--- src/rtl/mem_arbiter_if.sv ---
// mem_arbiter_if: bundles the fetch port, the data port, the shared-memory port
// and the status outputs of the two-requester memory arbiter.
//   master : the arbiter's view (drives acks, read data, the memory request, err, stall)
//   slave  : the environment's view (the requesters and the shared memory)
interface mem_arbiter_if;
    // instruction-fetch port
    logic        i_req;
    logic [31:0] i_addr;
    logic        i_ack;
    logic [31:0] i_rdata;
    // data port
    logic        d_req;
    logic        d_we;
    logic [31:0] d_addr;
    logic [31:0] d_wdata;
    logic        d_ack;
    logic [31:0] d_rdata;
    // shared-memory port
    logic        mem_req;
    logic        mem_we;
    logic [31:0] mem_addr;
    logic [31:0] mem_wdata;
    logic [31:0] mem_rdata;
    logic        mem_ready;
    // status
    logic        err;
    logic        stall;

    modport master (
        input  i_req, i_addr, d_req, d_we, d_addr, d_wdata, mem_rdata, mem_ready,
        output i_ack, i_rdata, d_ack, d_rdata,
        output mem_req, mem_we, mem_addr, mem_wdata, err, stall
    );

    modport slave (
        output i_req, i_addr, d_req, d_we, d_addr, d_wdata, mem_rdata, mem_ready,
        input  i_ack, i_rdata, d_ack, d_rdata,
        input  mem_req, mem_we, mem_addr, mem_wdata, err, stall
    );
endinterface

--- src/rtl/mem_arbiter.sv ---
// mem_arbiter: shares one memory port between an instruction-fetch requester and
// a data requester. One access is in flight at a time; the winner's address,
// write enable and write data are latched at grant and held for the whole access.
// An access that sees no mem_ready for MAX_WAIT busy cycles is acked with err.
//
// Optional build macro MEM_ARB_RR_EN:
//   undefined -> fixed priority, data wins a simultaneous request
//   defined   -> round-robin, the requester not served by the last grant wins
module mem_arbiter #(
    parameter int MAX_WAIT = 15
) (
    input  logic          clk,
    input  logic          reset,
    mem_arbiter_if.master bus
);

    localparam int CW = (MAX_WAIT < 2) ? 1 : $clog2(MAX_WAIT + 1);

    typedef enum logic [1:0] {
        IDLE  = 2'd0,
        IBUSY = 2'd1,
        DBUSY = 2'd2
    } state_t;

    state_t        state_reg;
    logic [CW-1:0] wait_cnt_reg;
    logic          pick_d;
    logic          any_req;
    logic          ack_now;

    assign any_req = bus.i_req | bus.d_req;
    assign ack_now = bus.i_ack | bus.d_ack;

`ifdef MEM_ARB_RR_EN
    // 1 when the most recent grant went to the data port
    logic last_d_reg;

    // Round-robin winner: data wins unless fetch also asks and data had the last grant
    always_comb pick_d = bus.d_req & (~bus.i_req | ~last_d_reg);
`else
    // Fixed-priority winner: data always beats fetch
    always_comb pick_d = bus.d_req;
`endif

    // A request is still outstanding unless its ack is being shown this cycle
    assign bus.stall = (bus.i_req & ~bus.i_ack) | (bus.d_req & ~bus.d_ack);

    // Arbitration FSM with registered acks, err, memory request and read data
    always_ff @(posedge clk or negedge reset) begin
        if (!reset) begin
            state_reg     <= IDLE;
            wait_cnt_reg  <= '0;
            bus.i_ack     <= 1'b0;
            bus.d_ack     <= 1'b0;
            bus.err       <= 1'b0;
            bus.mem_req   <= 1'b0;
            bus.mem_we    <= 1'b0;
            bus.mem_addr  <= '0;
            bus.mem_wdata <= '0;
            bus.i_rdata   <= '0;
            bus.d_rdata   <= '0;
`ifdef MEM_ARB_RR_EN
            last_d_reg    <= 1'b0;
`endif
        end else begin
            bus.i_ack <= 1'b0;
            bus.d_ack <= 1'b0;
            bus.err   <= 1'b0;
            case (state_reg)
                IDLE: begin
                    // No grant while an ack is showing: the finished requester
                    // still holds its request during that cycle.
                    if (any_req && !ack_now) begin
                        wait_cnt_reg <= '0;
                        bus.mem_req  <= 1'b1;
`ifdef MEM_ARB_RR_EN
                        last_d_reg   <= pick_d;
`endif
                        if (pick_d) begin
                            state_reg     <= DBUSY;
                            bus.mem_we    <= bus.d_we;
                            bus.mem_addr  <= bus.d_addr;
                            bus.mem_wdata <= bus.d_wdata;
                        end else begin
                            state_reg     <= IBUSY;
                            bus.mem_we    <= 1'b0;
                            bus.mem_addr  <= bus.i_addr;
                            bus.mem_wdata <= '0;
                        end
                    end
                end
                IBUSY, DBUSY: begin
                    // mem_ready takes precedence over the timeout, so a response
                    // in the last allowed busy cycle still completes normally.
                    if (bus.mem_ready) begin
                        state_reg   <= IDLE;
                        bus.mem_req <= 1'b0;
                        if (state_reg == IBUSY) begin
                            bus.i_ack   <= 1'b1;
                            bus.i_rdata <= bus.mem_rdata;
                        end else begin
                            bus.d_ack <= 1'b1;
                            if (!bus.mem_we) begin
                                bus.d_rdata <= bus.mem_rdata;
                            end
                        end
                    end else if (wait_cnt_reg == CW'(MAX_WAIT - 1)) begin
                        // MAX_WAIT busy cycles without mem_ready: give up, read data untouched
                        state_reg   <= IDLE;
                        bus.mem_req <= 1'b0;
                        bus.err     <= 1'b1;
                        if (state_reg == IBUSY) begin
                            bus.i_ack <= 1'b1;
                        end else begin
                            bus.d_ack <= 1'b1;
                        end
                    end else begin
                        wait_cnt_reg <= wait_cnt_reg + CW'(1);
                    end
                end
                default: begin
                    state_reg   <= IDLE;
                    bus.mem_req <= 1'b0;
                end
            endcase
        end
    end

endmodule

--- src/flat_wrapper.sv ---
// flat-port wrapper written by rule: the top's interface ports become plain ports
module mem_arbiter_flat 
#(
    parameter int MAX_WAIT = 15
)
  (clk, reset, bus_i_req, bus_i_addr, bus_d_req, bus_d_we, bus_d_addr, bus_d_wdata, bus_mem_rdata, bus_mem_ready, bus_i_ack, bus_i_rdata, bus_d_ack, bus_d_rdata, bus_mem_req, bus_mem_we, bus_mem_addr, bus_mem_wdata, bus_err, bus_stall);
  mem_arbiter_if bus_i ();
  input  logic clk;
  input  logic reset;
  input wire logic [$bits(bus_i.i_req)-1:0] bus_i_req;
  input wire logic [$bits(bus_i.i_addr)-1:0] bus_i_addr;
  input wire logic [$bits(bus_i.d_req)-1:0] bus_d_req;
  input wire logic [$bits(bus_i.d_we)-1:0] bus_d_we;
  input wire logic [$bits(bus_i.d_addr)-1:0] bus_d_addr;
  input wire logic [$bits(bus_i.d_wdata)-1:0] bus_d_wdata;
  input wire logic [$bits(bus_i.mem_rdata)-1:0] bus_mem_rdata;
  input wire logic [$bits(bus_i.mem_ready)-1:0] bus_mem_ready;
  output wire logic [$bits(bus_i.i_ack)-1:0] bus_i_ack;
  output wire logic [$bits(bus_i.i_rdata)-1:0] bus_i_rdata;
  output wire logic [$bits(bus_i.d_ack)-1:0] bus_d_ack;
  output wire logic [$bits(bus_i.d_rdata)-1:0] bus_d_rdata;
  output wire logic [$bits(bus_i.mem_req)-1:0] bus_mem_req;
  output wire logic [$bits(bus_i.mem_we)-1:0] bus_mem_we;
  output wire logic [$bits(bus_i.mem_addr)-1:0] bus_mem_addr;
  output wire logic [$bits(bus_i.mem_wdata)-1:0] bus_mem_wdata;
  output wire logic [$bits(bus_i.err)-1:0] bus_err;
  output wire logic [$bits(bus_i.stall)-1:0] bus_stall;
  assign bus_i.i_req = bus_i_req;
  assign bus_i.i_addr = bus_i_addr;
  assign bus_i.d_req = bus_d_req;
  assign bus_i.d_we = bus_d_we;
  assign bus_i.d_addr = bus_d_addr;
  assign bus_i.d_wdata = bus_d_wdata;
  assign bus_i.mem_rdata = bus_mem_rdata;
  assign bus_i.mem_ready = bus_mem_ready;
  assign bus_i_ack = bus_i.i_ack;
  assign bus_i_rdata = bus_i.i_rdata;
  assign bus_d_ack = bus_i.d_ack;
  assign bus_d_rdata = bus_i.d_rdata;
  assign bus_mem_req = bus_i.mem_req;
  assign bus_mem_we = bus_i.mem_we;
  assign bus_mem_addr = bus_i.mem_addr;
  assign bus_mem_wdata = bus_i.mem_wdata;
  assign bus_err = bus_i.err;
  assign bus_stall = bus_i.stall;
  mem_arbiter #(.MAX_WAIT(MAX_WAIT)) u_core (.clk(clk), .reset(reset), .bus(bus_i));
endmodule
--- config.mk ---
export PLATFORM = sky130hd
export DESIGN_NAME = mem_arbiter_flat
export DESIGN_NICKNAME = d
export VERILOG_FILES = /design/src/rtl/mem_arbiter_if.sv /design/src/rtl/mem_arbiter.sv /design/src/flat_wrapper.sv
export SDC_FILE = /design/constraint.sdc
export NUM_CORES = 1
export LEC_CHECK = 0
export ABC_AREA = 1
export ABC_CLOCK_PERIOD_IN_PS = 3600
export BUFFER_PORTS_ARGS = -buffer_cell sky130_fd_sc_hd__buf_2
export CAP_MARGIN = 5
export CORE_MARGIN = 4
export CORE_UTILIZATION = 44
export CTS_BUF_LIST = sky130_fd_sc_hd__clkbuf_8 sky130_fd_sc_hd__clkbuf_16
export DETAILED_ROUTE_END_ITERATION = 12
export GPL_ROUTABILITY_DRIVEN = 0
export PLACE_DENSITY_LB_ADDON = 0.05
export SLEW_MARGIN = 30
export SYNTH_ARGS = -nofsm -noshare
export SYNTH_HDL_FRONTEND = slang
export SYNTH_SLANG_ARGS = --single-unit
export TNS_END_PERCENT = 50
--- constraint.sdc ---
create_clock -name clk -period 3.6 [get_ports clk]
set_clock_uncertainty 0.2 [all_clocks]
set_input_delay 0.36 -clock clk [delete_from_list [all_inputs] [get_ports clk]]
set_output_delay 0.36 -clock clk [all_outputs]
set_load 0.02 [all_outputs]
==> results.ini, run 1 <==
[yosys]
synthMuxAreaShare_pct = 0
synthesis.nets = 772
synth_fa_ha_area_share_pct = 1.09
synth-main-ff-cell = dfrtp_1
synth_area_leaders = dfrtp_1 (60%), o21ai_0 (11%), nand2_1 (8.1%)
synth_top_area_share_pct = 60.5
yosysTopAreaCell = dfrtp_1
synth_seq_cells = 139
synth_top_family_by_area = simple AND/OR/NAND/NOR gates
synth.most_common_cell = dfrtp_1
async_flop_share_pct = 100
synthTopCellsByCount = dfrtp_1 (139), o21ai_0 (131), nand2_1 (124)
yosys_warnings = 0
synthSimpleGateAreaFrac_pct = 16.9
yosys.area_share.xor_xnor_pct = 0
seq_area_frac_synth_pct = 60.5
synth_edf_count = 0
ys_types = 18
syn_area_um2 = 5750
syn_inst = 633
synth_area_per_cell_um2 = 9.09
synth_compound_area_share_pct = 15.9

[timing]
slew_viol_final = 0
fmax_ghz = 0.400
max_slew_margin_pct = 48.1
hold_viol = 0
tns_ns = 0
worst_pin_slew_ns = 0.778
rsz0062_at_grt = false
setup_viol = 0
period_needed_ns = 2.50
timing.final.crit_share_pct = 69.4

[detailed_routing]
wl_per_cell_um = 15.3
drt.antenna.violating_nets = 0
vias_per_cell = 4.89
initialDrtViolationCount = 417
drc = 0
firstDrtPassIters = 5
wl_um = 17100
vias = 5475

[cells_and_area]
drive_gt1_share_pct = 32.3
area_delta_synth_final_pct = 44.2
fin_nets = 1074
diodes = 0

[pwr]
powerDensity_nw_per_um2 = 882
power_frac_clock_pct = 23.2
vdd_drop_max_mv = 0.498
power_uw = 7320
power.switching_uw = 2990
sequentialPowerShare_pct = 35.3
combPwrFrac_pct = 41.5
p_int_uw = 4320
power.share.switching_pct = 40.9
leakagePower_uw = 0.00448

[clock_tree]
clockBufferDepth = 2
clkSinkCount = 139
h-tree-depth = 4
cts_setup_buffers = 0
cts_resized = 0
clkLatencyLatePin_ns = 0.41
cts_made_buffers = 17
cts_root_buffer = clkbuf_16
cts_tree = done
clk_pin_slew_worst_paths_ns = 0.05

[critical_path]
endpoint_kind = register
path_buf_inv = 1
cp_slowest_cell = nor2_4
cp_max_fo = 35
path_cells = nor2_1 > nand2_2 > nor2_4 > buf_4 > o21ai_0 > o21a_1
crit_required_ns = 3.70
arrival_ns = 2.60
crit_type = reg -> reg
cp_top_family = simple AND/OR/NAND/NOR gates
slowest_delay_ns = 0.59
cp-start-kind = register

[floorplanning]
die_area_um2 = 15000
initial_core_util_pct = 45.2
die_w_um = 122
fp.coreArea_um2 = 12700
die_y_um = 122
ios = 268
std_cell_rows = 41

[place]
io_buffers = 267
hpwl_um = 11700

[global_route]
grt_util_all_layers_pct = 23.0
grt_pass1_wl_um = 26800
overflow = 0
grt_antenna_before_repair = 1
grt_pass1_vias = 5375
grt_max_degree = 85

[min_path]
min_path_type = in -> reg

[run_status]
outcome = finished clean

[flow_run]
maxCapViolCount = 0

-- power by group through the flow --
stage                     clock (µW)  sequential [µW]  combinational (µW)
after floorplan                    0             3360                1130
after CTS                       1740             2580                3060
after global routing            1810             2670                3330
final                           1690             2590                3040
after global placement             0             2570                2950
after detailed placement           0             2600                3010
-- what timing repair did --
item,CTS,global route
endpoints found under the hold margin,134,0
hold buffers,48,0
setup endpoints to repair,0,0
-- layout by cell type, fill, tap and decap left out, types with 5 or more instances in the layout --
| cell | Yosys | final |
|---|---|---|
| clkbuf_16 | 0 | 17 |
| nand2_1 | 124 | 122 |
| dfrtp_1 | 139 | 139 |
| dlygate4sd3_1 | 0 | 48 |
| buf_2 | 9 | 266 |
| o21a_1 | 32 | 32 |
| nor2_1 | 74 | 74 |
| nand3_1 | 37 | 37 |
| o21ai_0 | 131 | 131 |
| inv_1 | 43 | 47 |
| ha_1 | 5 | 5 |
-- layer usage --
| metal | up-vias | wire length (µm) | track usage, % |
|---|---|---|---|
| met5 | - | 13 | 0 |
| met3 | 23 | 1710 | 8.39 |
| li1 | 2669 | - | - |
| met4 | 2 | 309 | 8.68 |
| met2 | 228 | 8290 | 37.7 |
| met1 | 2553 | 6810 | 27.9 |
-- final timing paths --
check	endpoint	start	slack (ns)	depth (start not counted)
min in group asynchronous	u_core.bus.mem_wdata[1]	reset	0.37	2
hold reg to reg	u_core.bus.i_rdata[31]	u_core.bus.i_rdata[31]	0.28	2
setup / recovery	u_core.bus.mem_addr[7]	u_core.bus.d_ack	1.10	6
setup reg to reg	u_core.bus.mem_addr[7]	u_core.bus.d_ack	1.10	6
max in group asynchronous	u_core.bus.mem_wdata[7]	reset	2.05	3
hold / removal	u_core.bus.mem_wdata[20]	bus_d_wdata[20]	0.01	3
-- final cells by class --
type	count	area, µm²
fill	1115	4430
sequential	139	3480
multi-input combinational	412	1960
timing repair buffer	321	1890
clock buffer	21	480
tap	172	215
inverter	44	165
clock inverter	11	103
-- kinds of logic (layout without fill, tap and decap cells) --
kind of cell               count (synthesis)  in the layout
and+or+nand+nor                          241            241
AOI/OAI and AO/OA                        166            166
DFF                                      139            139
adders and majority gates                  5              5
buffers and inverters                     82            397
-- through the flow --
step	setup slack (ns)	instances	cell area [µm²]	hold WS (ns)	util, %
after global placement	1.15	1040	7220	0.258	56.8
after global routing	0.913	1120	8290	0.00651	65.2
after CTS	1.10	1120	8280	0.00136	65.1
after floorplan	1.84	633	5750	-0.136	-
final	1.10	1120	8290	0.0130	65.2
after detailed placement	1.07	1040	7220	0.261	56.8
-- tightest hold or removal path, stage by stage --
cell and delay (ns):
buf_2 0.08, nand3_1 0.08, nand2_1 0.07
Power figures use the tool's default switching activity.
==> run 2, diff against run 1 <==
--- a/config.mk
+++ b/config.mk
@@ -5,12 +5,12 @@
 export SDC_FILE = /design/constraint.sdc
 export NUM_CORES = 1
 export LEC_CHECK = 0
-export ABC_AREA = 1
-export ABC_CLOCK_PERIOD_IN_PS = 3600
+export ABC_AREA = 0
+export ABC_CLOCK_PERIOD_IN_PS = 2000
 export BUFFER_PORTS_ARGS = -buffer_cell sky130_fd_sc_hd__buf_2
 export CAP_MARGIN = 5
 export CORE_MARGIN = 4
-export CORE_UTILIZATION = 44
+export CORE_UTILIZATION = 42
 export CTS_BUF_LIST = sky130_fd_sc_hd__clkbuf_8 sky130_fd_sc_hd__clkbuf_16
 export DETAILED_ROUTE_END_ITERATION = 12
 export GPL_ROUTABILITY_DRIVEN = 0
==> constraint.sdc (replaced) <==
create_clock -name clk -period 2 [get_ports clk]
set_clock_uncertainty 0.2 [all_clocks]
set_input_delay 0.2 -clock clk [delete_from_list [all_inputs] [get_ports clk]]
set_output_delay 0.2 -clock clk [all_outputs]
set_load 0.02 [all_outputs]
==> results.ini, run 2 <==
[yosys]
synth_edf_count = 0  ; unchanged
synth-main-ff-cell = dfrtp_1
synth_area_leaders = dfrtp_1 (60%), mux2_2 (12%), mux2i_1 (5.9%)
synthesis.nets = 621  ; -20%
synth_compound_area_share_pct = 7.54  ; -8.3 points
synth_top_area_share_pct = 59.9  ; -0.59 points
ys_types = 36  ; +18
synth_top_family_by_area = multiplexers
synth_fa_ha_area_share_pct = 1.08  ; -0.011 points
seq_area_frac_synth_pct = 59.9  ; -0.59 points
async_flop_share_pct = 100  ; unchanged
syn_inst = 482  ; -24%
synthMuxAreaShare_pct = 18.3  ; +18 points
synthSimpleGateAreaFrac_pct = 7.88  ; -9.0 points
yosys_warnings = 0  ; unchanged
synth_seq_cells = 139  ; unchanged
synth.most_common_cell = dfrtp_1
syn_area_um2 = 5810  ; +0.98%
synth_area_per_cell_um2 = 12.1  ; +33%
synthTopCellsByCount = dfrtp_1 (139), mux2_2 (63), inv_1 (38), nor2_1 (38)
yosys.area_share.xor_xnor_pct = 0  ; unchanged
yosysTopAreaCell = dfrtp_1

[detailed_routing]
initialDrtViolationCount = 241  ; -42%
vias = 5199  ; -5.0%
wl_um = 18000  ; +4.9%
drt.antenna.violating_nets = 0  ; unchanged
vias_per_cell = 4.84  ; -1.1%
drc = 0  ; unchanged
firstDrtPassIters = 4  ; -1
wl_per_cell_um = 16.7  ; +9.3%

[place]
place_area_um2 = 7400  ; +2.4%
io_buffers = 267  ; unchanged
hpwl_um = 11000  ; -5.7%
dp_cells = 908  ; -13%

[timing]
setup_ws_ns = -0.0598  ; -1.16 ns
setup_viol = 32  ; +32
timing.final.crit_share_pct = 103  ; +34 points
fmax_ghz = 0.485  ; +21%
rsz0062_at_grt = true
hold_viol = 0  ; unchanged
period_needed_ns = 2.06  ; -0.437 ns
max_slew_margin_pct = 72.7  ; +25 points
holdWs_ns = 0.0604  ; +0.0474 ns
slew_viol_final = 0  ; unchanged
worst_pin_slew_ns = 0.409  ; -0.369 ns

[global_route]
grt_util_all_layers_pct = 21.8  ; -1.2 points
grt_max_degree = 89  ; +4.7%
grt_antenna_before_repair = 0  ; -1
overflow = 0  ; unchanged
grt_pass1_vias = 5641  ; +4.9%
grt_pass1_wl_um = 27800  ; +3.5%

[cells_and_area]
final_cell_mix = buf_2 (266), dfrtp_1 (139), dlygate4sd3_1 (130), nor2_1 (38), inv_1 (37)
diodes = 0  ; unchanged
fin_nets = 1026  ; -4.5%
stdcell_count = 1075  ; -4.0%
final_common_cell = buf_2
area_delta_synth_final_pct = 64.2
final_cell_area_um2 = 9540  ; +15%
drive_gt1_share_pct = 43.2  ; +11 points

[pwr]
powerDensity_nw_per_um2 = 1590  ; +80%
vdd_drop_max_mv = 0.819  ; +64%
leakagePower_uw = 0.00474  ; +5.9%
power_uw = 15200  ; +110%

[floorplanning]
ios = 268  ; unchanged
fp.coreArea_um2 = 13400  ; +5.3%
die_area_um2 = 15800  ; +5.4%
die_w_um = 126  ; +2.7%
initial_core_util_pct = 43.4  ; -1.9 points
std_cell_rows = 42  ; +2.4%
die_y_um = 126  ; +2.7%

[critical_path]
endpoint_kind = register
cp-start-kind = register
r2r-start = u_core.state_reg[0]
crit_required_ns = 2.09  ; -1.61 ns
reg2reg_slack_ns = -0.06  ; -1.16 ns
crit_type = reg -> reg
arrival_ns = 2.15  ; -0.45 ns
path_cells = inv_2 > ha_4 > inv_4 > nor4b_4 > buf_6 > buf_8 > mux2_2
cp_max_fo = 8  ; -77%
slowest_delay_ns = 0.40  ; -0.19 ns
cp-startpoint = u_core.state_reg[0]
cp_slowest_cell = dfrtp_1

[clock_tree]
h-tree-depth = 4  ; unchanged
clkLatencyLatePin_ns = 0.41  ; about the same
clockBufferDepth = 2  ; unchanged
cts_root_buffer = clkbuf_16
cts_made_buffers = 17  ; unchanged
clkSinkCount = 139  ; unchanged
cts_tree = done
clk_pin_slew_worst_paths_ns = 0.06  ; about the same

[run_status]
failed_checks = negative setup slack
outcome = finished with violations

[min_path]
min_path_type = in -> async

[flow_run]
maxCapViolCount = 0  ; unchanged

run 2: changes by cell type in the layout (fill, tap and decap cells not counted), moves of 10 or more:
cell | previous run | this run
dlygate4sd3_1 | 48 | 130
o21ai_0 | 131 | 36
a21oi_1 | 0 | 34
inv_1 | 47 | 37
nand2_1 | 122 | 3
mux2_4 | 0 | 27
nor2_1 | 74 | 38
mux2_2 | 0 | 36
mux2i_1 | 0 | 34
o21a_1 | 32 | 0
run 2: repair_timing:
item | in CTS | in global routing
resized for setup | 0 | 36
gates cloned | 0 | 4
buffers inserted | 0 | 2
endpoints found under the hold margin | 268 | 2
setup endpoints to repair | 32 | 110
hold buffers | 129 | 1
pin swaps | 0 | 3
run 2: kinds of logic (layout without fill, tap and decap cells):
kind of cell	count (synthesis)	in the layout
flops	139	139
simple gates	91	91
compound gates	81	81
mux	98	98
buf+inv	68	485
fa+ha+maj	5	5
run 2: worst paths after layout:
kind / end / cells past startpoint
max reg2reg: u_core.bus.d_rdata[21] / 7
min: u_core.bus.i_rdata[8] / 2
max in group asynchronous: u_core.bus.d_rdata[3] / 3
max: u_core.bus.d_rdata[21] / 7
min in group clk: u_core.bus.i_ack / 4
min reg2reg: u_core.bus.mem_req / 2
run 2: through the flow:
stage | worst slack, ns | utilization [%] | setup TNS (ns)
6_report | -0.0598 | 71.2 | -1.47
5_1_grt | -0.139 | 71.2 | -3.93
4_1_cts | -0.0538 | 69.4 | -1.10
3_5_place_dp | -0.0390 | 55.2 | -0.939
3_3_place_gp | 0.00996 | 55.2 | 0
2_1_floorplan | -0.0155 | - | -0.447
run 2: layout make-up:
type | count | area (µm²)
clock inverters | 13 | 176
clock buffers | 18 | 439
flip-flops and latches | 139 | 3480
repair buffers | 415 | 2910
fillers | 916 | 3860
well taps | 176 | 220
inverters | 39 | 149
multi-input cells | 275 | 2160
run 2: layer usage:
layer | global-route usage [%] | vias to the layer above | wire length (µm)
li1 | - | 2468 | -
met1 | 25.1 | 2477 | 7140
met2 | 37.4 | 219 | 8970
met3 | 6.73 | 35 | 1330
met4 | 9.76 | 0 | 523
met5 | 0 | - | 0
run 2: where the power goes:
group | total [µW] | internal, µW | switching, µW | leakage [µW]
registers | 5000 | 4200 | 797 | 0.00169
clock network | 3230 | 2100 | 1130 | 0.000303
logic | 6960 | 2890 | 4070 | 0.00275
run 2: critical path, delay by kind of cell, from the launching register on:
family        cells  cell delay, ns
simple gates      1            0.28
fa+ha+maj         1            0.28
mux               1            0.34
flops             1            0.40
buf+inv           4            0.45
==> run 3, diff against run 2 <==
--- a/config.mk
+++ b/config.mk
@@ -11,7 +11,6 @@
 export CAP_MARGIN = 5
 export CORE_MARGIN = 4
 export CORE_UTILIZATION = 42
-export CTS_BUF_LIST = sky130_fd_sc_hd__clkbuf_8 sky130_fd_sc_hd__clkbuf_16
 export DETAILED_ROUTE_END_ITERATION = 12
 export GPL_ROUTABILITY_DRIVEN = 0
 export PLACE_DENSITY_LB_ADDON = 0.05
==> results.ini, run 3 (synthesized netlist as in run 2, its figures left out) <==
[cells_and_area]
diodes = 0  ; unchanged
final_common_cell = buf_2
stdcell_count = 1075  ; unchanged
drive_gt1_share_pct = 43.2  ; unchanged
final_cell_mix = buf_2 (266), dfrtp_1 (139), dlygate4sd3_1 (130), nor2_1 (38)
final_core_util_pct = 71.2  ; unchanged
fin_nets = 1026  ; unchanged
area_delta_synth_final_pct = 64.2  ; unchanged

[critical_path]
path_buf_inv = 4  ; unchanged
slowest_delay_ns = 0.40  ; about the same
cp-start-kind = register
cp_max_fo = 8  ; unchanged
arrival_ns = 2.15  ; about the same
timing.rr.end = u_core.bus.d_rdata[21]
crit_required_ns = 2.09  ; about the same
r2r-start = u_core.state_reg[0]
endpoint_kind = register
path_cells = inv_2 > ha_4 > inv_4 > nor4b_4 > buf_6 > buf_8 > mux2_2
cp-startpoint = u_core.state_reg[0]
cp_slowest_cell = dfrtp_1
reg2reg_depth = 7  ; unchanged
crit_type = reg -> reg
reg2reg_slack_ns = -0.06  ; about the same
cp_top_family = buffers and inverters

[place]
dp_cells = 908  ; unchanged
io_buffers = 267  ; unchanged
hpwl_um = 11000  ; unchanged

[detailed_routing]
vias_per_cell = 4.86  ; +0.42%
drt.antenna.violating_nets = 0  ; unchanged
drc = 0  ; unchanged
wl_um = 17900  ; -0.18%
firstDrtPassIters = 5  ; +1
initialDrtViolationCount = 229  ; -5.0%
vias = 5221  ; +0.42%
wl_per_cell_um = 16.7  ; -0.18%

[clock_tree]
h-tree-depth = 4  ; unchanged
cts_root_buffer = clkbuf_16
cts_made_buffers = 17  ; unchanged
clkSinkCount = 139  ; unchanged
cts_tree = done
clk_pin_slew_worst_paths_ns = 0.06  ; about the same
clockBufferDepth = 2  ; unchanged
clkLatencyLatePin_ns = 0.40  ; about the same

[timing]
slew_viol_final = 0  ; unchanged
tns_ns = -1.50  ; -0.0326 ns
hold_viol = 0  ; unchanged
rsz0062_at_grt = true
period_needed_ns = 2.06  ; +0.00292 ns
setup_ws_ns = -0.0627  ; -0.00292 ns
worst_pin_slew_ns = 0.409  ; unchanged
fmax_ghz = 0.485  ; -0.14%
setup_viol = 32  ; unchanged
max_slew_margin_pct = 72.7  ; unchanged
timing.final.crit_share_pct = 103  ; +0.15 points

[pwr]
p_int_uw = 9190  ; about the same
combPwrFrac_pct = 45.8  ; about the same
power_uw = 15200  ; about the same
power.switching_uw = 5990  ; -0.12%
power_frac_clock_pct = 21.3  ; about the same
sequentialPowerShare_pct = 32.9  ; about the same
powerDensity_nw_per_um2 = 1590  ; about the same
leakagePower_uw = 0.00474  ; about the same
power.share.switching_pct = 39.4  ; -0.042 points
vdd_drop_max_mv = 0.820  ; +0.12%

[run_status]
outcome = finished with violations
failed_checks = negative setup slack

[min_path]
min_path_type = in -> async

[global_route]
grt_util_all_layers_pct = 21.8  ; unchanged
grt_max_degree = 89  ; unchanged
grt_pass1_wl_um = 27800  ; unchanged
overflow = 0  ; unchanged
grt_pass1_vias = 5641  ; unchanged
grt_antenna_before_repair = 0  ; unchanged

[floorplanning]
ios = 268  ; unchanged
die_area_um2 = 15800  ; unchanged
die_w_um = 126  ; unchanged
std_cell_rows = 42  ; unchanged
initial_core_util_pct = 43.4  ; unchanged
die_y_um = 126  ; unchanged
fp.coreArea_um2 = 13400  ; unchanged

[flow_run]
maxCapViolCount = 0  ; unchanged

run 3: cell count changes in the layout (fill, tap and decap cells not counted), sizes merged:
cell	before	now
clkbuf	21	22
inv	40	39
run 3: worst reg2reg max path: cells and delay by family (launching register included):
kind	cells	cell delay (ns)
flops	1	0.40
buf+inv	4	0.46
simple gates	1	0.28
fa+ha+maj	1	0.29
mux	1	0.34
run 3: worst max path at each step:
stage	endpoint	cells after the start	slack, ns
6_report	u_core.bus.d_rdata[21]	7	-0.06
5_1_grt	u_core.bus.d_rdata[6]	7	-0.14
4_1_cts	u_core.bus.d_rdata[3]	6	-0.05
3_5_place_dp	u_core.bus.d_rdata[14]	6	-0.04
3_3_place_gp	u_core.bus.d_rdata[26]	6	0.01
2_1_floorplan	u_core.bus.d_rdata[10]	6	-0.02
run 3: repair_timing:
| item | CTS | global route |
|---|---|---|
| resized for setup | 0 | 36 |
| setup endpoints to repair | 32 | 110 |
| endpoints found under the hold margin | 268 | 2 |
| gates cloned | 0 | 4 |
| pin swaps | 0 | 3 |
| hold buffers | 129 | 1 |
| buffers inserted | 0 | 2 |
run 3: area by class of cell:
type                    count  area [µm²]
well taps                 176         220
flip-flops and latches    139        3480
repair buffers            415        2910
multi-input cells         275        2160
fillers                   916        3860
clock buffers              19         443
inverters                  39         149
clock inverters            12         173
run 3: per-stage QoR:
stage	hold WS [ns]	worst slack, ns	instance area [µm²]
final	0.0626	-0.0627	9540
after global routing	0.0958	-0.139	9540
after CTS	-0.163	-0.0538	9300
after detailed placement	-0.0725	-0.0390	7400
after global placement	-0.0753	0.00996	7400
after floorplan	-0.296	-0.0155	5820
run 3: per-layer routing:
metal / share of wire (%) / GRT usage (%) / vias up
met5: 0 / 0 / -
li1: - / - / 2475
met3: 7.5 / 6.73 / 36
met1: 40 / 25.1 / 2489
met2: 50 / 37.4 / 221
met4: 3.0 / 9.76 / 0
run 3: power groups by stage:
stage / Clock, µW / Sequential [µW] / Combinational [µW]
6_report: 3230 / 5000 / 6960
5_1_grt: 3420 / 5160 / 7500
4_1_cts: 3320 / 4940 / 6450
3_5_place_dp: 0 / 4940 / 6250
3_3_place_gp: 0 / 4920 / 6100
2_1_floorplan: 0 / 6580 / 2350
